==> src/rtl/fetch_stage.sv <==
`default_nettype none
// ============================================================================
// Module   : fetch_stage
// Purpose  : Instruction-fetch stage of the 5-stage pipeline. Owns the PC
//            register, the I-cache request interface and the IF/ID latch.
//            A redirect that arrives while the PC is stalled is held
//            (state PEND) until the PC is released. Taken branches from MEM
//            outrank jumps from decode, both on arrival and while pending.
//            pr_halt freezes the stage until reset.
// Ports    : CLK, nRST (async, active-low)
//            PC_EN, IF_EN, IF_FLUSH, pr_halt    hazard-unit controls
//            PCSrc/br_target, ID_JR/jr_target,
//            cu_Jump/j_target                   redirect requests
//            ihit, iload / iREN, imemaddr       I-cache interface
//            IF_instr, IF_pc, IF_npc, IF_valid  IF/ID latch
//            halted, fetch_cnt                  status
// Revision : 1.0  initial release
// ============================================================================
module fetch_stage #(
   parameter logic [31:0] PC_INIT = 32'h0000_0000,
   parameter int          CNT_W   = 32
) (
   input  logic             CLK,
   input  logic             nRST,
   input  logic             PC_EN,
   input  logic             IF_EN,
   input  logic             IF_FLUSH,
   input  logic             pr_halt,
   input  logic             PCSrc,
   input  logic [31:0]      br_target,
   input  logic             ID_JR,
   input  logic [31:0]      jr_target,
   input  logic             cu_Jump,
   input  logic [31:0]      j_target,
   input  logic             ihit,
   input  logic [31:0]      iload,
   output logic             iREN,
   output logic [31:0]      imemaddr,
   output logic [31:0]      IF_instr,
   output logic [31:0]      IF_pc,
   output logic [31:0]      IF_npc,
   output logic             IF_valid,
   output logic             halted,
   output logic [CNT_W-1:0] fetch_cnt
);

   typedef enum logic [1:0] {
      RUN  = 2'd0,
      PEND = 2'd1,
      HALT = 2'd2
   } state_t;

   state_t      state, next_state;
   logic [31:0] pc, next_pc;
   logic [31:0] pend_tgt, next_pend_tgt;
   logic        pend_br, next_pend_br;

   logic [31:0] pc_plus4;
   logic [31:0] br_al, jr_al, j_al;
   logic        redirect;
   logic [31:0] redir_tgt;
   logic        freeze;
   logic        run_hit;

   // Targets are word aligned; PC+4 wraps naturally at 32 bits.
   assign pc_plus4 = pc + 32'd4;
   assign br_al    = {br_target[31:2], 2'b00};
   assign jr_al    = {jr_target[31:2], 2'b00};
   assign j_al     = {j_target[31:2],  2'b00};

   assign redirect  = PCSrc | ID_JR | cu_Jump;
   assign redir_tgt = PCSrc ? br_al : (ID_JR ? jr_al : j_al);

   // pr_halt freezes everything on the edge it is seen, and HALT keeps it so.
   assign freeze  = pr_halt | (state == HALT);
   assign run_hit = ihit & (state == RUN);

   assign halted = (state == HALT);

   // ------------------------------------------------------------------
   // State / PC / pending-redirect registers
   // ------------------------------------------------------------------
   always_ff @(posedge CLK or negedge nRST) begin
      if (!nRST) begin
         state    <= RUN;
         pc       <= PC_INIT;
         pend_tgt <= 32'd0;
         pend_br  <= 1'b0;
      end else begin
         state    <= next_state;
         pc       <= next_pc;
         pend_tgt <= next_pend_tgt;
         pend_br  <= next_pend_br;
      end
   end

   always_comb begin
      next_state    = state;
      next_pc       = pc;
      next_pend_tgt = pend_tgt;
      next_pend_br  = pend_br;
      iREN          = 1'b0;
      imemaddr      = pc;

      case (state)
         RUN: begin
            iREN = 1'b1;
            if (pr_halt) begin
               next_state = HALT;
            end else if (redirect) begin
               if (PC_EN) begin
                  next_pc = redir_tgt;
               end else begin
                  next_pend_tgt = redir_tgt;
                  next_pend_br  = PCSrc;
                  next_state    = PEND;
               end
            end else if (PC_EN && ihit) begin
               next_pc = pc_plus4;
            end
         end

         PEND: begin
            // No fetch while a redirect is waiting: anything fetched now
            // would be on the wrong path.
            if (pr_halt) begin
               next_state = HALT;
            end else begin
               if (PCSrc) begin
                  next_pend_tgt = br_al;
                  next_pend_br  = 1'b1;
               end else if ((ID_JR || cu_Jump) && !pend_br) begin
                  next_pend_tgt = ID_JR ? jr_al : j_al;
               end
               if (PC_EN) begin
                  next_pc       = PCSrc ? br_al : pend_tgt;
                  next_pend_tgt = 32'd0;
                  next_pend_br  = 1'b0;
                  next_state    = RUN;
               end
            end
         end

         HALT: begin
            next_state = HALT;
         end

         default: begin
            next_state = RUN;
         end
      endcase
   end

   // ------------------------------------------------------------------
   // IF/ID latch
   // ------------------------------------------------------------------
   always_ff @(posedge CLK or negedge nRST) begin
      if (!nRST) begin
         IF_instr <= 32'd0;
         IF_pc    <= 32'd0;
         IF_npc   <= 32'd0;
         IF_valid <= 1'b0;
      end else if (freeze) begin
         IF_valid <= 1'b0;
      end else if (IF_FLUSH) begin
         IF_instr <= 32'd0;
         IF_pc    <= 32'd0;
         IF_npc   <= 32'd0;
         IF_valid <= 1'b0;
      end else if (IF_EN) begin
         IF_instr <= iload;
         IF_pc    <= pc;
         IF_npc   <= pc_plus4;
         IF_valid <= run_hit;
      end
   end

   // ------------------------------------------------------------------
   // Fetch counter: valid instructions accepted into IF/ID
   // ------------------------------------------------------------------
   always_ff @(posedge CLK or negedge nRST) begin
      if (!nRST) begin
         fetch_cnt <= '0;
      end else if (!freeze && IF_EN && !IF_FLUSH && run_hit) begin
         fetch_cnt <= fetch_cnt + {{(CNT_W-1){1'b0}}, 1'b1};
      end
   end

endmodule
`default_nettype wire
==> config.mk <==
export PLATFORM = sky130hd
export DESIGN_NAME = fetch_stage
export DESIGN_NICKNAME = d
export VERILOG_FILES = /design/src/rtl/fetch_stage.sv
export SDC_FILE = /design/constraint.sdc
export NUM_CORES = 1
export LEC_CHECK = 0
export ABC_AREA = 1
export BUFFER_PORTS_ARGS = -buffer_cell sky130_fd_sc_hd__buf_2
export CORE_MARGIN = 10
export CORE_UTILIZATION = 30
export CTS_CLUSTER_DIAMETER = 80
export DETAILED_ROUTE_END_ITERATION = 10
export HOLD_SLACK_MARGIN = 0.1
export PLACE_DENSITY = 0.58
export SKIP_LAST_GASP = 1
export SLEW_MARGIN = 5
export SYNTH_ARGS = -nofsm -noshare
export SYNTH_HDL_FRONTEND = slang
export SYNTH_SLANG_ARGS = --single-unit
==> constraint.sdc <==
create_clock -name CLK -period 1.4 [get_ports CLK]
set_input_delay 0.07 -clock CLK [delete_from_list [all_inputs] [get_ports CLK]]
set_output_delay 0.07 -clock CLK [all_outputs]
set_load 0.03 [all_outputs]
==> flow_metrics.tcl, run 1 <==
set metrics [dict create \
    status "finished with violations" \
    violations "setup timing" \
    fmax_ghz 0.603 \
    cp_data_required_time_ps 1750 \
    placed_area_um2 13900 \
    fillers 3407 \
    fin_crit_ps 1660 \
    crit_arrival_ps 2010 \
    cp-start-kind "flop" \
    final_common_cell "nand2_1" \
    regArea_um2 4780 \
    synthToLayoutAreaGrowth_pct 54.0 \
    cp-startpoint "state[1]" \
    cts_root_buffer "clkbuf_16" \
    fin_ws_ps -259 \
    fin_area_um2 15900 \
    cts_tree "yes" \
    cts_max_path_buffers 2 \
    synthAdderAreaFrac 0.00243 \
    synth_compound_area_frac 0.175 \
    rsz0062_at_grt "true" \
    synth.area.mux_share 0 \
    cpLargestDelayFamily "simple AND/OR/NAND/NOR gates" \
    grt_usage 0.196 \
    multi_input_area_um2 5220 \
    firstDrtPassIters 5 \
    drive_gt1_frac 0.373 \
    htreeDepth 4 \
    drc_errors 0 \
    synth_cell_types 40 \
    clock_skew_ps 20.2 \
    cp_slowest_cell "dfrtp_2" \
    slowest_delay_ps 470 \
    wirelength_um 42400 \
    start_util 0.306 \
    grt_pass1_vias 11600 \
    synthXorXnorAreaFrac 0.0314 \
    yosysSeqAreaShare 0.459 \
    path_buf_inv 3 \
    grt.overflow.total 0 \
    finalNetCount 2034 \
    syn_area_per_cell_um2 7.58 \
    p_leak_nw 8.47 \
    synth_top_family_by_area "simple AND/OR/NAND/NOR gates" \
    dieArea_um2 42200 \
    cp_common_cell "nor2_4" \
    yosys.area_share.simple 0.250 \
    fin_util 0.471 \
    setup_viol 192 \
    die_h_um 205 \
    synth_warnings 0 \
    wire_per_inst_um 18.0 \
    grt_pass1_wl_um 64300 \
    clock_latency_ps 460 \
    powerDensity_nw_per_um2 776 \
    worstReg2RegStart "state[1]" \
    synth_seq_cells 189 \
    core_um2 33700 \
    grt_start_max_net_pins 47 \
    cts.clk_slew.worst_paths_ps 90 \
    crit_chain "inv_2, nand2_4, nor2_4, nand2_2, nor2_4, nor2_4, o21ai_4, buf_12, clkbuf_16, o21ai_2" \
    cts_sinks 189 \
    via_per_inst 4.80 \
    dp_hpwl_um 31900 \
    boundaryPins 301 \
    hold_class "input port to flop" \
    drv_cap 0 \
    hp-start "br_target[3]" \
    vdd_ir_drop_max_v 0.000864 \
    crit_fanout 5 \
    end_kind "flop" \
    final_hold_viol_count 0 \
    die_width_um 205 \
    io_buffer_count 292 \
    final_cell_mix "nand2_1 (381), buf_2 (290), buf_4 (187), dfrtp_1 (146), nor2_1 (137)" \
    post-route-period-util 1.18 \
    finalMaxSlewViolations 0 \
    cts_buffers 17 \
    rows 67 \
    antenna_found_initial 1 \
    dr.first_iter.drc_count 660 \
    synthCells 1360 \
    synthesis.area_um2 10300 \
    worstSetupPathType "flop to flop" \
    vias 11300 \
    place_congestion 0.893 \
    postRouteAntennaNets 0 \
]
## where the power goes
group / switching [mW] / total [mW] / internal, mW
clock: 2.54 / 4.97 / 2.44
sequential: 0.0725 / 5.62 / 5.55
combinational: 0.964 / 1.72 / 0.760
total: 3.58 / 12.3 / 8.75
## worst register-to-register path: stages, from the launching register on
cell,delay [ps]
dfrtp_2,470
inv_2,100
nand2_4,70
nor2_4,140
nand2_2,70
nor2_4,180
nor2_4,60
o21ai_4,110
buf_12,170
clkbuf_16,150
o21ai_2,50
## registers in the layout (all words and copies together), names as in the netlist
name,cells
IF_valid,1
IF_pc,31
pend_br,1
fetch_cnt,32
pend_tgt,30
state,2
imemaddr,30
IF_npc,30
IF_instr,32
## metrics by stage
step                      setup TNS (ps)  power [mW]  worst slack [ps]  hold slack [ps]  std cells
after floorplan                    -9120        6.37              -151             -226       1361
after global placement            -22310        7.21              -262             23.4       2230
after detailed placement          -32900        7.23              -280             21.7       2230
after CTS                         -24130        12.4              -191              103       2347
after global routing              -40310        12.8              -337              118       2355
final                             -23640        12.3              -259              101       2356
## cell families (layout without fill, tap and decap cells)
logic type	Yosys count	after routing
AO/OA/AOI/OAI	286	286
XOR/XNOR	37	37
other	1	3
adder cells (fa/ha/maj)	2	2
flip-flops	189	189
AND/OR/NAND/NOR	646	646
buffers and inverters	199	745
## synthesized netlist by cell type
library cell	count	area, um^2
ha_1	2	25.0
nand4_2	1	12.5
o21ai_1	4	20.0
o211ai_2	1	12.5
a21oi_2	1	8.76
inv_2	5	18.8
o21ai_2	22	193
a22oi_1	1	7.51
a21oi_1	59	295
buf_4	8	60.1
o21a_1	2	15.0
nand2_1	402	1510
inv_1	124	465
o22ai_1	9	56.3
buf_1	3	11.3
o21ai_0	109	546
buf_6	5	56.3
a22o_1	50	438
xor2_1	25	219
nand2_2	3	18.8
nor2_2	4	25.0
nor2_4	1	11.3
dfrtp_1	189	4730
o2111ai_1	1	8.76
buf_2	26	130
nand4_1	7	43.8
nand3_1	45	225
xnor2_1	12	105
clkbuf_1	27	101
o211ai_1	9	67.6
a21boi_1	3	22.5
clkbuf_2	1	5.00
conb_1	1	3.75
and2_1	1	6.26
a21boi_0	4	30.0
nor3_2	2	20.0
nor2_1	164	616
nor3_1	13	65.1
a21o_1	11	82.6
nand3b_1	3	22.5
## worst paths after layout
kind                                end  slack [ps]  cells past startpoint
hold reg to reg               IF_pc[18]         470                      2
max in group asynchronous  imemaddr[24]         130                      4
setup reg to reg           pend_tgt[13]        -260                     10
setup / recovery           pend_tgt[13]        -260                     10
min in group asynchronous  fetch_cnt[1]         650                      3
hold / removal              imemaddr[3]         100                      5
## layout make-up
class / count / share of cell area
Sequential cell: 189 / 0.301
Tap cell: 448 / 0.0353
Clock inverter: 14 / 0.00907
Inverter: 129 / 0.0311
Multi-Input combinational cell: 973 / 0.329
Antenna cell: 1 / 0.000158
Clock buffer: 18 / 0.0277
Timing Repair Buffer: 584 / 0.266
## layer usage
layer  vias up  share of wire  global-route usage
li1       5442              -                   -
met1      5494           0.42               0.236
met2       317           0.50               0.339
met3        54          0.050              0.0409
met4         0          0.026              0.0662
met5         -              0                   0
## what timing repair did
| item | CTS | global route |
|---|---|---|
| gates cloned | 2 | 4 |
| gates resized for setup | 41 | 61 |
| hold endpoints to repair | 257 | 0 |
| setup endpoints to repair | 189 | 196 |
| setup buffers | 13 | 7 |
| hold buffers | 70 | 0 |
| pin swaps | 7 | 21 |
Note: power is estimated with default switching activity, not from simulation.
==> inputs of run 2 (changes only) <==
--- a/config.mk
+++ b/config.mk
@@ -5,14 +5,16 @@
 export SDC_FILE = /design/constraint.sdc
 export NUM_CORES = 1
 export LEC_CHECK = 0
-export ABC_AREA = 1
+export ABC_AREA = 0
 export BUFFER_PORTS_ARGS = -buffer_cell sky130_fd_sc_hd__buf_2
+export CELL_PAD_IN_SITES_DETAIL_PLACEMENT = 0
+export CELL_PAD_IN_SITES_GLOBAL_PLACEMENT = 2
 export CORE_MARGIN = 10
-export CORE_UTILIZATION = 30
+export CORE_UTILIZATION = 28
 export CTS_CLUSTER_DIAMETER = 80
 export DETAILED_ROUTE_END_ITERATION = 10
 export HOLD_SLACK_MARGIN = 0.1
-export PLACE_DENSITY = 0.58
+export PLACE_DENSITY = 0.82
 export SKIP_LAST_GASP = 1
 export SLEW_MARGIN = 5
 export SYNTH_ARGS = -nofsm -noshare
==> flow_metrics.tcl, run 2 <==
set metrics [dict create \
    antenna_found_initial 0 \
    rsz0062_at_grt "true" \
    final_cell_mix "buf_2 (289), buf_4 (166), dfrtp_1 (155), nand2_1 (97), a22o_1 (86)" \
    synth_top_area_cell "dfrtp_1" \
    synthToLayoutAreaGrowth_pct 72.0 \
    place_inst 1787 \
    cpLargestDelayFamily "simple AND/OR/NAND/NOR gates" \
    grt_pass1_vias 10000 \
    cts.clk_slew.worst_paths_ps 80 \
    synth-main-ff-cell "dfrtp_1" \
    grt_pass1_wl_um 61000 \
    cp_data_required_time_ps 1720 \
    p_leak_nw 7.86 \
    synthCells 944 \
    post-route-period-util 1.52 \
    rows 66 \
    placed_area_um2 13100 \
    synthTopCellsByArea "dfrtp_1 (51%), a22o_1 (8.1%), nand2_1 (5.0%), o21ai_0 (4.5%), xnor2_1 (4.0%)" \
    dieArea_um2 40900 \
    status "finished with violations" \
    dr.first_iter.drc_count 490 \
    clock_skew_ps 14.3 \
    finalNonFillerCells 1954 \
    synth_cell_types 58 \
    clock_latency_ps 450 \
    vdd_ir_drop_max_v 0.000922 \
    drc_errors 0 \
    wirelength_um 40100 \
    htreeDepth 4 \
    finalMaxSlewViolations 0 \
    reg_top3 "IF_instr (32), fetch_cnt (32), IF_pc (31)" \
    worst_r2r_path_depth 7 \
    final.setup.tns_ps -58490 \
    worstReg2RegStart "imemaddr[3]" \
    power.total_mw 28.5 \
    cts_buffers 17 \
    end_kind "flop" \
    path_buf_inv 1 \
    final_common_cell "buf_2" \
    synth_edf_count 0 \
    drive_gt1_frac 0.510 \
    yosysSeqAreaShare 0.508 \
    firstDrtPassIters 5 \
    die_h_um 202 \
    final_hold_viol_count 0 \
    fillers 3011 \
    postRouteAntennaNets 0 \
    crit_chain "ha_4, nand2_4, or4_4, or4_4, buf_4, xnor2_2, o21ai_1" \
    async_flop_share 1.00 \
    worstMarginPinSlew_ps 496 \
    start_util 0.285 \
    regToRegEndpoint "IF_npc[30]" \
    die_width_um 202 \
    cp_slowest_cell "or4_4" \
    syn_area_per_cell_um2 9.86 \
    place_congestion 0.846 \
    grt.overflow.total 0 \
    finalNetCount 1639 \
    core_um2 32700 \
    synth_commonest_cells "dfrtp_1 (189), nand2_1 (125), a22o_1 (86)" \
    fmax_ghz 0.471 \
    dp_hpwl_um 28900 \
    cts_sinks 189 \
    slew_headroom 0.667 \
    setup_viol 186 \
    worstSetupPathType "flop to flop" \
    cts_tree "yes" \
    cts_max_path_buffers 2 \
    io_buffer_count 292 \
    violations "setup timing" \
    powerDensity_nw_per_um2 1780 \
    hold_class "input port to async pin" \
    pre_cts_ws_ps -687 \
    synth_seq_cells 189 \
    netlist.area_leader.share 0.508 \
    cp_common_cell "or4_4" \
    synth_warnings 0 \
    n_antenna_cell 0 \
    crit_fanout 4 \
    fin_ws_ps -724 \
    synthesis.area_um2 9310 \
    vias 9623 \
    drv_cap 0 \
    yosysMostFrequentCell "dfrtp_1" \
    via_per_inst 4.92 \
    grt_usage 0.189 \
    whs_ps 96.9 \
    cp-start-kind "flop" \
    cts_root_buffer "clkbuf_16" \
    wire_per_inst_um 20.5 \
    slowest_delay_ps 530 \
    r2r_slack_ps -720 \
    fin_area_um2 16000 \
    grt_start_max_net_pins 50 \
    fin_crit_ps 2120 \
    boundaryPins 301 \
    fin_util 0.490 \
    crit_arrival_ps 2450 \
]
==> run 2: cell types whose count changed after synthesis, sizes merged, moves of 11 or more <==
cell,delta
nand2,-280
nor2,-133
inv,-119
o21ai,-51
a22o,+36
xnor2,+30
clkbuf,+29
a21oi,-28
mux2i,+26
buf,-20
a31oi,+15
nor4,+13
nand3,-11
==> run 2: cells by family (layout without fill, tap and decap cells) <==
logic type	after synthesis	in the layout	synth area share
simple gates	280	281	0.143
compound gates	294	296	0.218
flops	189	189	0.508
fa+ha+maj	2	2	0.00269
buf+inv	89	653	0.0393
xor+xnor	59	59	0.0555
other cells	1	2	0.000403
mux	30	30	0.0328
==> run 2: worst register-to-register path: cells and delay by family (launching register included) <==
family	cells	cell delay [ps]
AO/OA/AOI/OAI	1	60
XOR/XNOR	1	130
adder cells (fa/ha/maj)	1	150
buffers and inverters	1	160
flip-flops	1	400
AND/OR/NAND/NOR	3	1100
==> run 2: per-layer routing <==
layer | up-vias | GRT usage | share of wire
met5 | - | 0 | 0
met4 | 0 | 0.0354 | 0.012
met3 | 29 | 0.0461 | 0.057
met2 | 297 | 0.302 | 0.47
met1 | 4735 | 0.255 | 0.46
li1 | 4562 | - | -
==> run 2: how the worst max path moves through the flow <==
stage	slack, ps	end	from	depth (start not counted)
2_1_floorplan	-940	imemaddr[30]	imemaddr[4]	7
3_3_place_gp	-680	imemaddr[30]	imemaddr[3]	6
3_5_place_dp	-690	imemaddr[30]	imemaddr[3]	6
4_1_cts	-690	imemaddr[30]	imemaddr[3]	6
5_1_grt	-780	IF_npc[30]	imemaddr[3]	7
6_report	-720	IF_npc[30]	imemaddr[3]	7
==> run 2: layout make-up <==
type | instances | area, um^2 | share of cell area
Sequential cell | 189 | 4770 | 0.298
Clock buffer | 19 | 453 | 0.0283
Clock inverter | 13 | 176 | 0.0110
Inverter | 10 | 42.5 | 0.00266
Multi-Input combinational cell | 670 | 5330 | 0.333
Tap cell | 442 | 553 | 0.0345
Timing Repair Buffer | 611 | 4680 | 0.292
==> run 2: report_power, final <==
part | total [mW] | internal (mW) | switching [mW]
registers | 8.90 | 7.54 | 1.35
clock network | 5.33 | 2.97 | 2.36
logic | 14.3 | 5.76 | 8.53
==> run 2: timing repair <==
item | 4_1_cts | 5_1_grt
gates resized for setup | 127 | 122
endpoints found under the hold margin | 248 | 0
endpoints found under the setup margin | 189 | 191
pin swaps | 83 | 82
hold buffers | 65 | 0
gates cloned | 14 | 3
buffers inserted | 40 | 30
